**src/rtl/alu2_iq_pkg.sv**
```systemverilog
// Shared widths, ALU2 command encodings and payload types for the ALU2 issue queue.
package alu2_iq_pkg;

  localparam int TAG_W   = 6;
  localparam int REG_W   = 6;
  localparam int FLAGS_W = 4;
  localparam int DATA_W  = 32;
  localparam int CMD_W   = 5;
  localparam int AFE_W   = 4;

  // ALU2 command codes, grouped by the unit that executes them.
  localparam logic [CMD_W-1:0] CMD_ADD   = 5'h00;
  localparam logic [CMD_W-1:0] CMD_SUB   = 5'h01;
  localparam logic [CMD_W-1:0] CMD_AND   = 5'h04;
  localparam logic [CMD_W-1:0] CMD_OR    = 5'h05;
  localparam logic [CMD_W-1:0] CMD_XOR   = 5'h06;
  localparam logic [CMD_W-1:0] CMD_SHL   = 5'h08;
  localparam logic [CMD_W-1:0] CMD_SHR   = 5'h09;
  localparam logic [CMD_W-1:0] CMD_SAR   = 5'h0A;
  localparam logic [CMD_W-1:0] CMD_SYSRD = 5'h10;

  // Non-operand part of a queued micro-op; travels unchanged to execute.
  typedef struct packed {
    logic               writeback;
    logic [TAG_W-1:0]   commit_tag;
    logic [CMD_W-1:0]   cmd;
    logic [AFE_W-1:0]   afe;
    logic               sys_reg;
    logic               logic_sel;
    logic               shift;
    logic               dest_sysreg;
    logic [REG_W-1:0]   dest_regname;
    logic               flags_writeback;
    logic [FLAGS_W-1:0] flags_regname;
  } alu2_uop_ctrl_t;

  // Registered issue bus towards ALU2 execute.
  typedef struct packed {
    logic                valid;
    alu2_uop_ctrl_t      ctrl;
    logic                adder;
    logic [DATA_W-1:0]   source0;
    logic [DATA_W-1:0]   source1;
  } alu2_ex_bus_t;

  // The adder is the default unit when no other unit is selected.
  function automatic logic sel_adder(input logic sys_reg, input logic logic_sel,
                                     input logic shift);
    return !(sys_reg | logic_sel | shift);
  endfunction

endpackage

```
**src/rtl/alu2_iq_entry.sv**
```systemverilog
// One issue-queue slot: entry valid bit plus two operands that capture
// their data either at dispatch or later from the result wakeup bus.
module alu2_iq_entry
  import alu2_iq_pkg::*;
(
  input  logic              iCLOCK,
  input  logic              inRESET,
  input  logic              clear_i,
  input  logic              write_i,
  input  logic              pop_i,
  input  logic              wr_src0_valid_i,
  input  logic [TAG_W-1:0]  wr_src0_tag_i,
  input  logic [DATA_W-1:0] wr_src0_data_i,
  input  logic              wr_src1_valid_i,
  input  logic [TAG_W-1:0]  wr_src1_tag_i,
  input  logic [DATA_W-1:0] wr_src1_data_i,
  input  logic              wake_valid_i,
  input  logic [TAG_W-1:0]  wake_tag_i,
  input  logic [DATA_W-1:0] wake_data_i,
  output logic              valid_o,
  output logic              src0_valid_o,
  output logic [DATA_W-1:0] src0_data_o,
  output logic              src1_valid_o,
  output logic [DATA_W-1:0] src1_data_o
);

  logic              valid_q, valid_d;
  logic [1:0]        src_valid_q, src_valid_d;
  logic [TAG_W-1:0]  src_tag_q  [2];
  logic [TAG_W-1:0]  src_tag_d  [2];
  logic [DATA_W-1:0] src_data_q [2];
  logic [DATA_W-1:0] src_data_d [2];

  logic              wr_valid [2];
  logic [TAG_W-1:0]  wr_tag   [2];
  logic [DATA_W-1:0] wr_data  [2];

  assign wr_valid[0] = wr_src0_valid_i;
  assign wr_valid[1] = wr_src1_valid_i;
  assign wr_tag[0]   = wr_src0_tag_i;
  assign wr_tag[1]   = wr_src1_tag_i;
  assign wr_data[0]  = wr_src0_data_i;
  assign wr_data[1]  = wr_src1_data_i;

  // Merge the dispatch write port with wakeup capture; clear wins over both.
  always_comb begin
    // NOTE: every always_comb output gets a default first so no path infers a latch.
    valid_d     = valid_q;
    src_valid_d = src_valid_q;
    src_tag_d   = src_tag_q;
    src_data_d  = src_data_q;
    if (clear_i) begin
      valid_d     = 1'b0;
      src_valid_d = '0;
    end else if (write_i) begin
      valid_d = 1'b1;
      for (int s = 0; s < 2; s++) begin
        src_tag_d[s] = wr_tag[s];
        if (wr_valid[s]) begin
          src_valid_d[s] = 1'b1;
          src_data_d[s]  = wr_data[s];
        end else if (wake_valid_i && (wake_tag_i == wr_tag[s])) begin
          src_valid_d[s] = 1'b1;
          src_data_d[s]  = wake_data_i;
        end else begin
          src_valid_d[s] = 1'b0;
          src_data_d[s]  = wr_data[s];
        end
      end
    end else begin
      if (pop_i) valid_d = 1'b0;
      for (int s = 0; s < 2; s++) begin
        if (valid_q && !src_valid_q[s] && wake_valid_i && (wake_tag_i == src_tag_q[s])) begin
          src_valid_d[s] = 1'b1;
          src_data_d[s]  = wake_data_i;
        end
      end
    end
  end

  // Control state: valid bits are reset so a fresh queue holds nothing.
  always_ff @(posedge iCLOCK or negedge inRESET) begin
    if (!inRESET) begin
      // NOTE: sequential state uses non-blocking assignments only.
      valid_q     <= 1'b0;
      src_valid_q <= '0;
    end else begin
      valid_q     <= valid_d;
      src_valid_q <= src_valid_d;
    end
  end

  // Operand payload storage.
  always_ff @(posedge iCLOCK) begin
    // NOTE: tags and data are qualified by the valid bits, so they carry no reset.
    src_tag_q  <= src_tag_d;
    src_data_q <= src_data_d;
  end

  assign valid_o      = valid_q;
  assign src0_valid_o = src_valid_q[0];
  assign src0_data_o  = src_data_q[0];
  assign src1_valid_o = src_valid_q[1];
  assign src1_data_o  = src_data_q[1];

endmodule

```
**src/rtl/alu2_issue_queue.sv**
```systemverilog
// In-order ALU2 issue queue: circular buffer of operand-capturing slots,
// head issue onto a registered execute bus that respects the execute lock.
module alu2_issue_queue
  import alu2_iq_pkg::*;
#(
  parameter int DEPTH = 4,
  parameter int PTR_W = 2
) (
  input  logic               iCLOCK,
  input  logic               inRESET,
  input  logic               iFREE_EX,
  input  logic               iDISP_VALID,
  input  logic               iDISP_WRITEBACK,
  input  logic [TAG_W-1:0]   iDISP_COMMIT_TAG,
  input  logic [CMD_W-1:0]   iDISP_CMD,
  input  logic [AFE_W-1:0]   iDISP_AFE,
  input  logic               iDISP_SYS_REG,
  input  logic               iDISP_LOGIC,
  input  logic               iDISP_SHIFT,
  input  logic               iDISP_SRC0_VALID,
  input  logic               iDISP_SRC1_VALID,
  input  logic [TAG_W-1:0]   iDISP_SRC0_TAG,
  input  logic [TAG_W-1:0]   iDISP_SRC1_TAG,
  input  logic [DATA_W-1:0]  iDISP_SRC0,
  input  logic [DATA_W-1:0]  iDISP_SRC1,
  input  logic               iDISP_DESTINATION_SYSREG,
  input  logic [REG_W-1:0]   iDISP_DESTINATION_REGNAME,
  input  logic               iDISP_FLAGS_WRITEBACK,
  input  logic [FLAGS_W-1:0] iDISP_FLAGS_REGNAME,
  output logic               oDISP_LOCK,
  input  logic               iWAKE_VALID,
  input  logic [TAG_W-1:0]   iWAKE_TAG,
  input  logic [DATA_W-1:0]  iWAKE_DATA,
  input  logic               iNEXT_LOCK,
  output logic               oEX_VALID,
  output logic               oEX_WRITEBACK,
  output logic [TAG_W-1:0]   oEX_COMMIT_TAG,
  output logic [CMD_W-1:0]   oEX_CMD,
  output logic [AFE_W-1:0]   oEX_AFE,
  output logic               oEX_SYS_REG,
  output logic               oEX_LOGIC,
  output logic               oEX_SHIFT,
  output logic               oEX_ADDER,
  output logic [DATA_W-1:0]  oEX_SOURCE0,
  output logic [DATA_W-1:0]  oEX_SOURCE1,
  output logic               oEX_DESTINATION_SYSREG,
  output logic [REG_W-1:0]   oEX_DESTINATION_REGNAME,
  output logic               oEX_FLAGS_WRITEBACK,
  output logic [FLAGS_W-1:0] oEX_FLAGS_REGNAME
);

  logic [PTR_W-1:0] wr_ptr_q, wr_ptr_d, rd_ptr_q, rd_ptr_d;
  logic [PTR_W:0]   count_q, count_d;
  logic             enq, issue, head_ready;

  logic              ent_valid      [DEPTH];
  logic              ent_src0_valid [DEPTH];
  logic              ent_src1_valid [DEPTH];
  logic [DATA_W-1:0] ent_src0_data  [DEPTH];
  logic [DATA_W-1:0] ent_src1_data  [DEPTH];
  alu2_uop_ctrl_t    ctrl_mem       [DEPTH];
  alu2_uop_ctrl_t    disp_ctrl;
  alu2_ex_bus_t      ex_q, ex_d;

  assign oDISP_LOCK = (count_q == (PTR_W+1)'(DEPTH));
  assign enq        = iDISP_VALID && !oDISP_LOCK;
  assign head_ready = ent_valid[rd_ptr_q] && ent_src0_valid[rd_ptr_q] && ent_src1_valid[rd_ptr_q];
  assign issue      = head_ready && !iNEXT_LOCK;

  assign disp_ctrl = '{writeback:       iDISP_WRITEBACK,
                       commit_tag:      iDISP_COMMIT_TAG,
                       cmd:             iDISP_CMD,
                       afe:             iDISP_AFE,
                       sys_reg:         iDISP_SYS_REG,
                       logic_sel:       iDISP_LOGIC,
                       shift:           iDISP_SHIFT,
                       dest_sysreg:     iDISP_DESTINATION_SYSREG,
                       dest_regname:    iDISP_DESTINATION_REGNAME,
                       flags_writeback: iDISP_FLAGS_WRITEBACK,
                       flags_regname:   iDISP_FLAGS_REGNAME};

  for (genvar i = 0; i < DEPTH; i++) begin : g_entry
    alu2_iq_entry u_entry (
      .iCLOCK          (iCLOCK),
      .inRESET         (inRESET),
      .clear_i         (iFREE_EX),
      .write_i         (enq && (wr_ptr_q == PTR_W'(i))),
      .pop_i           (issue && (rd_ptr_q == PTR_W'(i))),
      .wr_src0_valid_i (iDISP_SRC0_VALID),
      .wr_src0_tag_i   (iDISP_SRC0_TAG),
      .wr_src0_data_i  (iDISP_SRC0),
      .wr_src1_valid_i (iDISP_SRC1_VALID),
      .wr_src1_tag_i   (iDISP_SRC1_TAG),
      .wr_src1_data_i  (iDISP_SRC1),
      .wake_valid_i    (iWAKE_VALID),
      .wake_tag_i      (iWAKE_TAG),
      .wake_data_i     (iWAKE_DATA),
      .valid_o         (ent_valid[i]),
      .src0_valid_o    (ent_src0_valid[i]),
      .src0_data_o     (ent_src0_data[i]),
      .src1_valid_o    (ent_src1_valid[i]),
      .src1_data_o     (ent_src1_data[i])
    );
  end

  // Control payload written at dispatch, read at the head.
  always_ff @(posedge iCLOCK) begin
    if (enq) ctrl_mem[wr_ptr_q] <= disp_ctrl;
  end

  // Next pointers and occupancy; simultaneous push and pop leaves count unchanged.
  always_comb begin
    wr_ptr_d = enq   ? wr_ptr_q + 1'b1 : wr_ptr_q;
    rd_ptr_d = issue ? rd_ptr_q + 1'b1 : rd_ptr_q;
    count_d  = count_q;
    if (enq && !issue)      count_d = count_q + 1'b1;
    else if (!enq && issue) count_d = count_q - 1'b1;
  end

  // Pointer and count registers; flush empties the queue.
  always_ff @(posedge iCLOCK or negedge inRESET) begin
    if (!inRESET) begin
      wr_ptr_q <= '0;
      rd_ptr_q <= '0;
      count_q  <= '0;
    end else if (iFREE_EX) begin
      wr_ptr_q <= '0;
      rd_ptr_q <= '0;
      count_q  <= '0;
    end else begin
      wr_ptr_q <= wr_ptr_d;
      rd_ptr_q <= rd_ptr_d;
      count_q  <= count_d;
    end
  end

  // Issue bus contents for the next cycle: the head when it issues, else an empty bus.
  always_comb begin
    ex_d = '0;
    if (issue) begin
      ex_d.valid   = 1'b1;
      ex_d.ctrl    = ctrl_mem[rd_ptr_q];
      ex_d.adder   = sel_adder(ctrl_mem[rd_ptr_q].sys_reg, ctrl_mem[rd_ptr_q].logic_sel,
                               ctrl_mem[rd_ptr_q].shift);
      ex_d.source0 = ent_src0_data[rd_ptr_q];
      ex_d.source1 = ent_src1_data[rd_ptr_q];
    end
  end

  // Registered issue bus; holds while execute is locked, cleared by flush.
  always_ff @(posedge iCLOCK or negedge inRESET) begin
    if (!inRESET) begin
      ex_q <= '0;
    end else if (iFREE_EX) begin
      ex_q <= '0;
    end else if (!iNEXT_LOCK) begin
      ex_q <= ex_d;
    end
  end

  assign oEX_VALID               = ex_q.valid;
  assign oEX_WRITEBACK           = ex_q.ctrl.writeback;
  assign oEX_COMMIT_TAG          = ex_q.ctrl.commit_tag;
  assign oEX_CMD                 = ex_q.ctrl.cmd;
  assign oEX_AFE                 = ex_q.ctrl.afe;
  assign oEX_SYS_REG             = ex_q.ctrl.sys_reg;
  assign oEX_LOGIC               = ex_q.ctrl.logic_sel;
  assign oEX_SHIFT               = ex_q.ctrl.shift;
  assign oEX_ADDER               = ex_q.adder;
  assign oEX_SOURCE0             = ex_q.source0;
  assign oEX_SOURCE1             = ex_q.source1;
  assign oEX_DESTINATION_SYSREG  = ex_q.ctrl.dest_sysreg;
  assign oEX_DESTINATION_REGNAME = ex_q.ctrl.dest_regname;
  assign oEX_FLAGS_WRITEBACK     = ex_q.ctrl.flags_writeback;
  assign oEX_FLAGS_REGNAME       = ex_q.ctrl.flags_regname;

endmodule

```
**config.mk**
```make
export PLATFORM = sky130hd
export DESIGN_NAME = alu2_issue_queue
export DESIGN_NICKNAME = d
export VERILOG_FILES = /design/src/rtl/alu2_iq_pkg.sv /design/src/rtl/alu2_iq_entry.sv /design/src/rtl/alu2_issue_queue.sv
export SDC_FILE = /design/constraint.sdc
export NUM_CORES = 1
export LEC_CHECK = 0
export ABC_AREA = 1
export CORE_MARGIN = 2
export CORE_UTILIZATION = 50
export DETAILED_ROUTE_END_ITERATION = 6
export HOLD_SLACK_MARGIN = 0.03
export PLACE_DENSITY = 0.71
export SYNTH_ARGS = -nofsm -noshare
export SYNTH_HDL_FRONTEND = slang
export SYNTH_SLANG_ARGS = --single-unit
```
**constraint.sdc**
```tcl
create_clock -name iCLOCK -period 3.8 [get_ports iCLOCK]
set_input_delay 0.38 -clock iCLOCK [delete_from_list [all_inputs] [get_ports iCLOCK]]
set_output_delay 0.38 -clock iCLOCK [all_outputs]
set_load 0.005 [all_outputs]
```
# [After elaboration in Yosys (flattened, before gate mapping)]
# Memories as Yosys holds them, arrays and structs flattened.
# Index checks and enable logic that the tools add are counted.
[word_totals] elab_cells=239 reg_bits=420 ramBits=124 mem_bits_ro=0 inputBits=153 memories=1 output_inout_bits=98 latch_bits=0
[op_classes] n_reduce_logical=90 mul=0 n_div=0 n_eq_ne=18 n_bitwise=4 shifts=0 n_lt_le_gt_ge=1 add_sub_neg=4 muxes=75
[memory_table] name="ctrl_mem" words=4 word_bits=31 rd=1 rd_ports_with_merged_regs=0 wr=1 line_no="alu2_issue_queue.sv:61" rtl="alu2_uop_ctrl_t ctrl_mem [DEPTH];"
[op_table] operator="$mux 32" n=16
[op_table] operator="$mux 97" n=3
[op_table] operator="$mux 64" n=4
[op_table] operator="$bmux 32 s2" n=2
[op_table] operator="$eq 6x6->1" n=10
[op_table] operator="$logic_and 1x1->1" n=40
[op_table] operator="$reduce_bool 3->1" n=13
[op_table] operator="$mux 1" n=32
[op_table] operator="$mux 2" n=12
[op_table] operator="$reduce_and 2->1" n=12
[op_table] operator="$reduce_bool 2->1" n=10
[op_table] operator="$logic_not 1->1" n=13
[op_table] operator="$mux 3" n=3
[op_table] operator="$eq 2x2->1 const B" n=4
[op_table] operator="$bmux 1 s2" n=3
[op_table] operator="$add 2x1->2 const B" n=2
[op_table] operator="$eq 2x1->1 const B" n=2
[op_table] operator="$logic_not 2->1" n=2
[op_table] operator="$add 3x1->3 const B" n=1
[op_table] operator="$eq 3x3->1 const B" n=1
[op_table] operator="$ge 3x3->1 const B" n=1
[op_table] operator="$not 2->3" n=1
[op_table] operator="$sub 3x1->3 const B" n=1
[op_table] operator="$ne 2x2->1 const B" n=1
[op_table] operator="other kinds (2)" n=3

# [Longest topological paths before layout]
# Gate-level depths: netlist of run 1.
[logic_depth] depth_word=11 mapped_depth=14 mapped_depth_nobuf=14

# [Hierarchy]
# A second synthesis of run 1 with hierarchy kept.
[hier_totals] hier_cells=2823 area_unflattened_um2=26426.6
[modules_own_cells] module="alu2_iq_entry" area_per_inst_um2=3926.3 seq_area_each_um2=2357.3 instances=4 cells_per_inst=413
[modules_own_cells] module="alu2_issue_queue" area_per_inst_um2=10721.5 seq_area_each_um2=6326.1 instances=1 cells_per_inst=1171

# [Worst setup path after synthesis of run 1]
# No wires, ideal clock.
[synth_path] kind="register to register" start="reg wr_ptr_q[0]" end="reg g_entry[0].u_entry.src_data_q, in the netlist g_entry[0].u_entry.src0_data_o[0] (enable)" required_time_ns=3.368 t_arrival_ns=2.761 stages_incl_launch_ff=8 n_path_buf=1 path_slack_ns=0.607 setup_time_ns=0.432 synth_period_minus_slack_ns=3.193 cell_sequence="dfrtp_1 -> inv_1 -> ha_1 -> inv_1 -> nor2_1 -> inv_1 -> clkbuf_1 -> a21oi_1"
[synth_between] elab_chain_len=4
[synth_lines] element="start, declared" line_no="alu2_issue_queue.sv:52" rtl="logic [PTR_W-1:0] wr_ptr_q, wr_ptr_d, rd_ptr_q, rd_ptr_d;"
[synth_lines] element="start signal, assigned" line_no="alu2_issue_queue.sv:131" rtl="wr_ptr_q <= wr_ptr_d;"
[synth_lines] element="$logic_not 2->1" line_no="alu2_issue_queue.sv:87" rtl=".write_i (enq && (wr_ptr_q == PTR_W'(i))),"
[synth_lines] element="$logic_and 1x1->1" line_no="alu2_issue_queue.sv:87"
[synth_lines] element="$reduce_bool 2->1 (no source line)"
[synth_lines] element="$reduce_and 2->1 (no source line)"
[synth_lines] element="end signal, assigned" line_no="alu2_iq_entry.sv:97" rtl="src_data_q <= src_data_d;"
[synth_lines] element="end, declared" line_no="alu2_iq_entry.sv:31" rtl="logic [DATA_W-1:0] src_data_q [2];"
# No other way between the ends.
# A chain may end at the register's enable or synchronous reset.

# [Worst setup path in the final report of run 1]
[layout_path] start="reg count_q[0]" end="reg g_entry[3].u_entry.src_data_q, in the netlist g_entry[3].u_entry.src1_data_o[25], data pin"
[layout_between] elab_chain_len=5
[layout_lines] element="start, declared" line_no="alu2_issue_queue.sv:53" rtl="logic [PTR_W:0] count_q, count_d;"
[layout_lines] element="start signal, assigned" line_no="alu2_issue_queue.sv:133" rtl="count_q <= count_d;"
[layout_lines] element="$eq 3x3->1" line_no="alu2_issue_queue.sv:65" rtl="assign oDISP_LOCK = (count_q == (PTR_W+1)'(DEPTH));"
[layout_lines] element="$logic_not 1->1" line_no="alu2_issue_queue.sv:66" rtl="assign enq = iDISP_VALID && !oDISP_LOCK;"
[layout_lines] element="$logic_and 1x1->1" line_no="alu2_issue_queue.sv:66"
[layout_lines] element="$logic_and 1x1->1" line_no="alu2_issue_queue.sv:87"
[layout_lines] element="$mux 64" line_no="alu2_iq_entry.sv:55" rtl="end else if (write_i) begin"
[layout_lines] element="end signal, assigned" line_no="alu2_iq_entry.sv:97"
[layout_lines] element="end, declared" line_no="alu2_iq_entry.sv:31"
# No other way between the ends.

==> metrics.csv, run 1 <==
stage;metric;value;unit
synthesis;flops & latches, synth;544;
clocking;Reg clk slew, reported paths;0.06;ns
layout;share of layout cells above drive strength 1;8.95;%
setup_path;crit path max fanout;52;
setup_path;FF-to-FF path depth;8;
timing;slew at the pin with the worst max-slew slack;1.16;ns
timing;final worst-path cycle share;72.1;%
routing;drt total wl;78.1;mm
synthesis;library cells used by synthesis;38;
routing;Via Count;21084;
setup_path;CP top delay family;buffers and inverters;
setup_path;CP Cell Sequence;inv_1 -> nand3_1 -> nand2_2 -> nor2_4 -> buf_4 -> buf_4 -> nand3_1 -> nand2_1;
die;num ports;251;
placed_design;Placed Area;29000;µm²
placed_design;DP Wirelength;44.6;mm
global_routing;vias in the first global route;20631;
power;Leak;12.9;nW
hold_path;worst hold-check path type;primary input to register;
timing;RSZ-0062 raised after global routing;no;
timing;endpoints failing setup;0;
global_routing;initial antenna violation count;8;
layout;fin nets;3017;
setup_path;Worst path max stage delay;0.72;ns
power;Pwr per Cell Area;452;nW/µm²
synthesis;Syn Area/Cell;9.72;µm²
timing;Worst slew margin;22.4;%
clocking;clk root buf;clkbuf_16;
power;Power Total;14.0;mW
placed_design;port bufs;250;
setup_path;RR Endpoint;g_entry[3].u_entry.src1_data_o[25]$_DFFE_PP_;
layout;Fill cells;4170;
routing;Avg WL per Cell;21.8;µm
placed_design;Final Wtd Congestion;0.878;
die;Core Region;51300;µm²
setup_path;R2R Setup Slk;1.06;ns
clocking;postcts setup bufs;0;
routing;Residual DRC;0;
timing;Achievable Freq;365;MHz
layout;final non-filler cell area;30900;µm²
die;chip height;232;µm
routing;1st-pass router iterations;6;
synthesis;Synth Instances;2663;
setup_path;Setup CP Type;register to register;
global_routing;GR Util All Layers;28.9;%
setup_path;crit path launch type;register;
layout;synthesis-to-layout area growth;19.5;%
outcome;status;complete, no violations;
setup_path;WP data required;4.28;ns
synthesis;sequential fraction of the synthesis area;60.9;%
die;die width;232;µm
synthesis;synth warn;0;
die;row count;83;
setup_path;crit path from;count_q[0]$_DFFE_PN0P_;
setup_path;WP buf/inv;3;
setup_path;Critical Path End Type;register;
clocking;# H-tree levels;2;
timing;Tmin final;2.74;ns
timing;TNS Setup;0;ns
global_routing;first-pass GRT wire length;118;mm
setup_path;R2R Path Start;count_q[0]$_DFFE_PN0P_;
setup_path;critical path arrival;3.22;ns
global_routing;pin count of the biggest net entering global routing;195;
clocking;CTS tree;done;
timing;Final Hold Fails;0;
flow_run;max_cap viols;0;
timing;max-slew violations;0;
clocking;post-CTS resize count;0;
setup_path;Crit. path cell count;8;
timing;Post-Route Skew;0.0280;ns
routing;Vias/cell;5.87;
die;die area;53600;µm²
setup_path;Crit-path slowest cell;buf_4;
clocking;clk sinks;544;
clocking;CTS buffer count;57;
routing;Post-DRT Antenna Nets;0;
die;Initial Utilization;50.5;%
routing;initial DRC count;2447;
synthesis;syn_nets;2825;
setup_path;end point of the critical path;g_entry[3].u_entry.src1_data_o[25]$_DFFE_PP_;
clocking;CTS max path bufs;3;
global_routing;total gr overflow;0;
clocking;Clock Latency Late Sink;0.64;ns
synthesis;Post-Synthesis Cell Area;25900;µm²
power;peak supply drop;0.433;mV
-- power breakdown --
| group | switching [mW] | internal (mW) | leakage, nW | total, mW |
|---|---|---|---|---|
| combinational | 1.02 | 0.484 | 6.48 | 1.50 |
| clock | 2.37 | 3.27 | 0.939 | 5.65 |
| sequential | 0.0700 | 6.77 | 5.51 | 6.84 |
| total | 3.46 | 10.5 | 12.9 | 14.0 |
-- logic make-up after synthesis --
family,after synthesis,synth area share (%)
simple gates,1443,25.4
fa+ha+maj,9,0.464
flops,544,60.9
buf+inv,313,5.45
xor+xnor,31,1.05
compound gates,323,6.78
-- cell type report --
class	count	area, µm²	share of cell area (%)
Clock inverter	22	228	0.736
Sequential cell	544	15800	50.9
Antenna cell	6	15.0	0.0485
Clock buffer	86	1680	5.43
Tap cell	680	851	2.75
Multi-Input combinational cell	1806	8840	28.6
Timing Repair Buffer	295	2990	9.67
Inverter	151	586	1.89
-- stage by stage --
step | setup WS [ns] | cells | hold WS (ns) | util (%)
2_1_floorplan | 0.607 | 2663 | 0.0844 | -
3_3_place_gp | 0.558 | 3475 | 0.454 | 56.6
3_5_place_dp | 0.473 | 3475 | 0.463 | 56.6
4_1_cts | 1.11 | 3584 | 0.275 | 60.3
5_1_grt | 0.968 | 3589 | 0.303 | 60.3
6_report | 1.06 | 3590 | 0.303 | 60.3
-- flip-flops by register name, summed over array words and instances, names as in the netlist --
signal,cells
count_q,3
oEX_CMD,5
oEX_DESTINATION_REGNAME,6
oEX_SYS_REG,1
oEX_FLAGS_REGNAME,4
g_entry.u_entry.src0_data_o,128
oEX_AFE,4
g_entry.u_entry.src_tag_q,48
g_entry.u_entry.valid_o,4
oEX_SHIFT,1
oEX_SOURCE1,32
oEX_LOGIC,1
rd_ptr_q,2
wr_ptr_q,2
oEX_SOURCE0,32
oEX_WRITEBACK,1
ctrl_mem,124
oEX_ADDER,1
oEX_FLAGS_WRITEBACK,1
oEX_DESTINATION_SYSREG,1
oEX_VALID,1
oEX_COMMIT_TAG,6
g_entry.u_entry.src1_data_o,128
g_entry.u_entry.src_valid_q,8
-- cell usage after synthesis --
cell / instances / share of area, %
nand3_1: 419 / 8.1
o22a_1: 3 / 0.10
a211oi_1: 1 / 0.029
edfxtp_1: 428 / 50
a21oi_1: 10 / 0.19
nand3b_1: 4 / 0.12
nand2_2: 34 / 0.82
nor2_2: 1 / 0.024
nand2_1: 662 / 9.6
xor2_1: 19 / 0.64
clkbuf_1: 93 / 1.3
inv_6: 1 / 0.034
nor3_2: 1 / 0.039
inv_2: 6 / 0.087
buf_2: 23 / 0.44
buf_1: 13 / 0.19
clkbuf_8: 3 / 0.16
ha_1: 8 / 0.39
o211ai_1: 1 / 0.029
a21boi_0: 1 / 0.029
o22ai_1: 95 / 2.3
nand4_1: 14 / 0.34
xnor2_1: 12 / 0.41
inv_1: 143 / 2.1
buf_12: 3 / 0.23
nor2_1: 238 / 3.5
buf_4: 22 / 0.64
nand4_4: 1 / 0.082
inv_4: 1 / 0.024
nor2_4: 1 / 0.043
dfrtp_1: 116 / 11
o21ai_0: 212 / 4.1
buf_6: 5 / 0.22
nor3_1: 3 / 0.058
nand2_4: 60 / 2.6
nor3b_1: 1 / 0.029
fa_1: 1 / 0.077
or2_2: 4 / 0.097
-- worst reg2reg max path, cell delays in order (launching register included) --
cell,delay [ns]
dfrtp_1,0.34
inv_1,0.08
nand3_1,0.13
nand2_2,0.20
nor2_4,0.16
buf_4,0.64
buf_4,0.76
nand3_1,0.19
nand2_1,0.11
-- cells in the final DEF (no fill, tap or decap), drive strengths merged --
cell / Yosys / final
a21oi: 10 / 10
nand3b: 4 / 4
o21ai: 212 / 212
inv: 151 / 153
bufinv: 0 / 3
nor3: 4 / 4
dfrtp: 116 / 116
nor2: 240 / 240
nand2: 756 / 756
clkinvlp: 0 / 1
o211ai: 1 / 1
edfxtp: 428 / 428
clkinv: 0 / 16
diode: 0 / 6
buf: 66 / 46
nand3: 419 / 419
dlygate4sd3: 0 / 1
a211oi: 1 / 1
fa: 1 / 1
nand4: 15 / 15
ha: 8 / 8
clkbuf: 96 / 86
xor2: 19 / 19
or2: 4 / 4
o22ai: 95 / 95
o22a: 3 / 3
clkdlybuf4s50: 0 / 248
xnor2: 12 / 12
a21boi: 1 / 1
nor3b: 1 / 1
-- worst min-delay path by stage --
stage                                 from  cells after the start                             to
floorplan                          inRESET                      0         count_q[0]$_DFFE_PN0P_
global placement    count_q[0]$_DFFE_PN0P_                      2         count_q[0]$_DFFE_PN0P_
detailed placement  count_q[1]$_DFFE_PN0P_                      2         count_q[1]$_DFFE_PN0P_
CTS                             iNEXT_LOCK                      3  oEX_COMMIT_TAG[0]$_DFFE_PN0P_
global route                    iNEXT_LOCK                      3         oEX_CMD[1]$_DFFE_PN0P_
finish                          iNEXT_LOCK                      3         oEX_CMD[2]$_DFFE_PN0P_
-- layer usage --
layer  wire, µm  vias to the layer above  global-route usage [%]
met1      30000                    10071                    37.9
met5         23                        -                       0
met4       3100                        4                    12.6
li1           -                     9509                       -
met3       8290                      240                    6.00
met2      36700                     1260                    46.6
-- timing repair --
| action | in CTS | in global routing |
|---|---|---|
| hold buffers | 1 | 0 |
| hold endpoints to repair | 72 | 0 |
| endpoints found under the setup margin | 0 | 0 |
(Power assumes the default switching activity.)
==> run 2, diff against run 1 <==
Clock period 3.8 ns to 2.82 ns, I/O delays scaled along.
==> metrics.csv, run 2 (synthesis results as in run 1) <==
stage;metric;value;unit
layout;synthesis-to-layout area growth;21.1;%
placed_design;DP Wirelength;45.9;mm
layout;commonest cells after routing, fill and taps aside;nand2_1, edfxtp_1, nand3_1, clkdlybuf4s50_1, nor2_1;
clocking;post-CTS resize count;0;
routing;Post-DRT Antenna Nets;0;
die;die width;232;µm
global_routing;met2 Usage GRT;46.6;%
layout;Multi-input gate area;8840;µm²
setup_path;crit path launch type;register;
clocking;Reg clk slew, reported paths;0.07;ns
clocking;CTS max path bufs;3;
placed_design;port bufs;250;
layout;most common cell after layout, fill and taps aside;nand2_1;
global_routing;initial antenna violation count;3;
layout;FF+latch area;15800;µm²
global_routing;vias in the first global route;20775;
clocking;Clock Latency Late Sink;0.64;ns
die;num ports;251;
die;row count;83;
power;Leak;13.1;nW
setup_path;WP data required;3.33;ns
timing;Post-Route Skew;0.0339;ns
routing;Vias/cell;5.86;
global_routing;GR Util All Layers;29.1;%
hold_path;worst hold-check path type;primary input to register;
routing;drt total wl;78.6;mm
timing;RSZ-0062 raised after global routing;no;
clocking;CTS tree;done;
routing;1st-pass router iterations;6;
routing;Avg WL per Cell;21.7;µm
clocking;clk sinks;544;
placed_design;Final Wtd Congestion;0.888;
power;Pwr per Cell Area;608;nW/µm²
timing;endpoints failing setup;0;
setup_path;crit path max fanout;9;
timing;Final Hold Fails;0;
global_routing;met1 usage;38.8;%
layout;share of layout cells above drive strength 1;9.95;%
power;peak supply drop;0.425;mV
clocking;# H-tree levels;2;
setup_path;Setup CP Type;register to register;
die;Initial Utilization;50.5;%
global_routing;global-route layer with the greatest usage;met2;
timing;final worst-path cycle share;83.3;%
clocking;clk root buf;clkbuf_16;
timing;Tmin final;2.35;ns
global_routing;pin count of the biggest net entering global routing;195;
setup_path;critical path arrival;2.86;ns
routing;Residual DRC;0;
layout;Fill cells;4219;
die;Core Region;51300;µm²
die;chip height;232;µm
routing;initial DRC count;2293;
global_routing;met3 Use GR;5.19;%
die;die area;53600;µm²
global_routing;total gr overflow;0;
global_routing;first-pass GRT wire length;119;mm
timing;max-slew violations;0;
timing;slew at the pin with the worst max-slew slack;1.14;ns
layout;final core occ;61.1;%
clocking;CTS buffer count;56;
timing;Achievable Freq;426;MHz
layout;fin nets;3048;
flow_run;max_cap viols;0;
timing;Worst slew margin;24.0;%
outcome;status;complete, no violations;
routing;Via Count;21204;
setup_path;Critical Path End Type;register;
timing;worst hold slack;0.194;ns
-- run 2: worst max-delay path, stage by stage (launching register included) --
cell,delay [ns]
dfrtp_4,0.56
inv_6,0.08
nand4_1,0.09
nand3_1,0.12
nand3_1,0.23
nand2_1,0.18
inv_1,0.07
fa_1,0.39
xnor2_1,0.21
inv_1,0.06
nand2_1,0.06
nand2_1,0.05
nand3_1,0.08
nand2_1,0.06
-- run 2: worst paths after layout --
| path | cells after the start | from | slack (ns) | to |
|---|---|---|---|---|
| max | 13 | rd_ptr_q[0]$_DFFE_PN0P_ | 0.47 | count_q[2]$_DFFE_PN0P_ |
| max reg2reg | 13 | rd_ptr_q[0]$_DFFE_PN0P_ | 0.47 | count_q[2]$_DFFE_PN0P_ |
| max in group asynchronous | 3 | inRESET | 1.77 | oEX_SOURCE0[10]$_DFFE_PN0P_ |
| min reg2reg | 2 | count_q[0]$_DFFE_PN0P_ | 0.48 | count_q[0]$_DFFE_PN0P_ |
| min | 6 | iNEXT_LOCK | 0.19 | count_q[1]$_DFFE_PN0P_ |
| min in group asynchronous | 2 | inRESET | 0.24 | oEX_DESTINATION_REGNAME[3]$_DFFE_PN0P_ |
-- run 2: power by group --
group	leakage, nW	total, mW	internal (mW)	switching (mW)
Sequential	5.51	9.21	9.12	0.0930
Combinational	6.66	2.09	0.698	1.39
Clock	0.932	7.76	4.54	3.22
-- run 2: routing by layer --
layer | part of all wire [%] | wire length, µm
met1 | 39 | 30600
met2 | 47 | 36600
met3 | 10 | 7870
met4 | 4.5 | 3550
met5 | 0.017 | 13
-- run 2: area by class of cell --
| cell class | count | area share, % |
|---|---|---|
| Clock inverter | 30 | 1.32 |
| Sequential cell | 544 | 50.3 |
| Multi-Input combinational cell | 1806 | 28.2 |
| Inverter | 151 | 1.86 |
| Timing Repair Buffer | 327 | 10.8 |
| Tap cell | 680 | 2.71 |
| Clock buffer | 76 | 4.84 |
| Antenna cell | 2 | 0.0160 |
-- run 2: per-stage QoR --
stage          power (mW)  area (µm²)  cells  setup WS (ns)  setup TNS, ns
2_1_floorplan        10.5       25900   2663         -0.373         -23.88
3_3_place_gp         11.4       29400   3507         0.0235              0
3_5_place_dp         11.4       29400   3507        -0.0700         -0.400
4_1_cts              19.1       31300   3614          0.504              0
5_1_grt              19.6       31300   3616          0.308              0
6_report             19.1       31300   3616          0.471              0
-- run 2: timing repair --
action	CTS	global route
endpoints found under the hold margin	58	0
buffers inserted	0	0
setup endpoints to repair	0	0
hold buffers	1	0
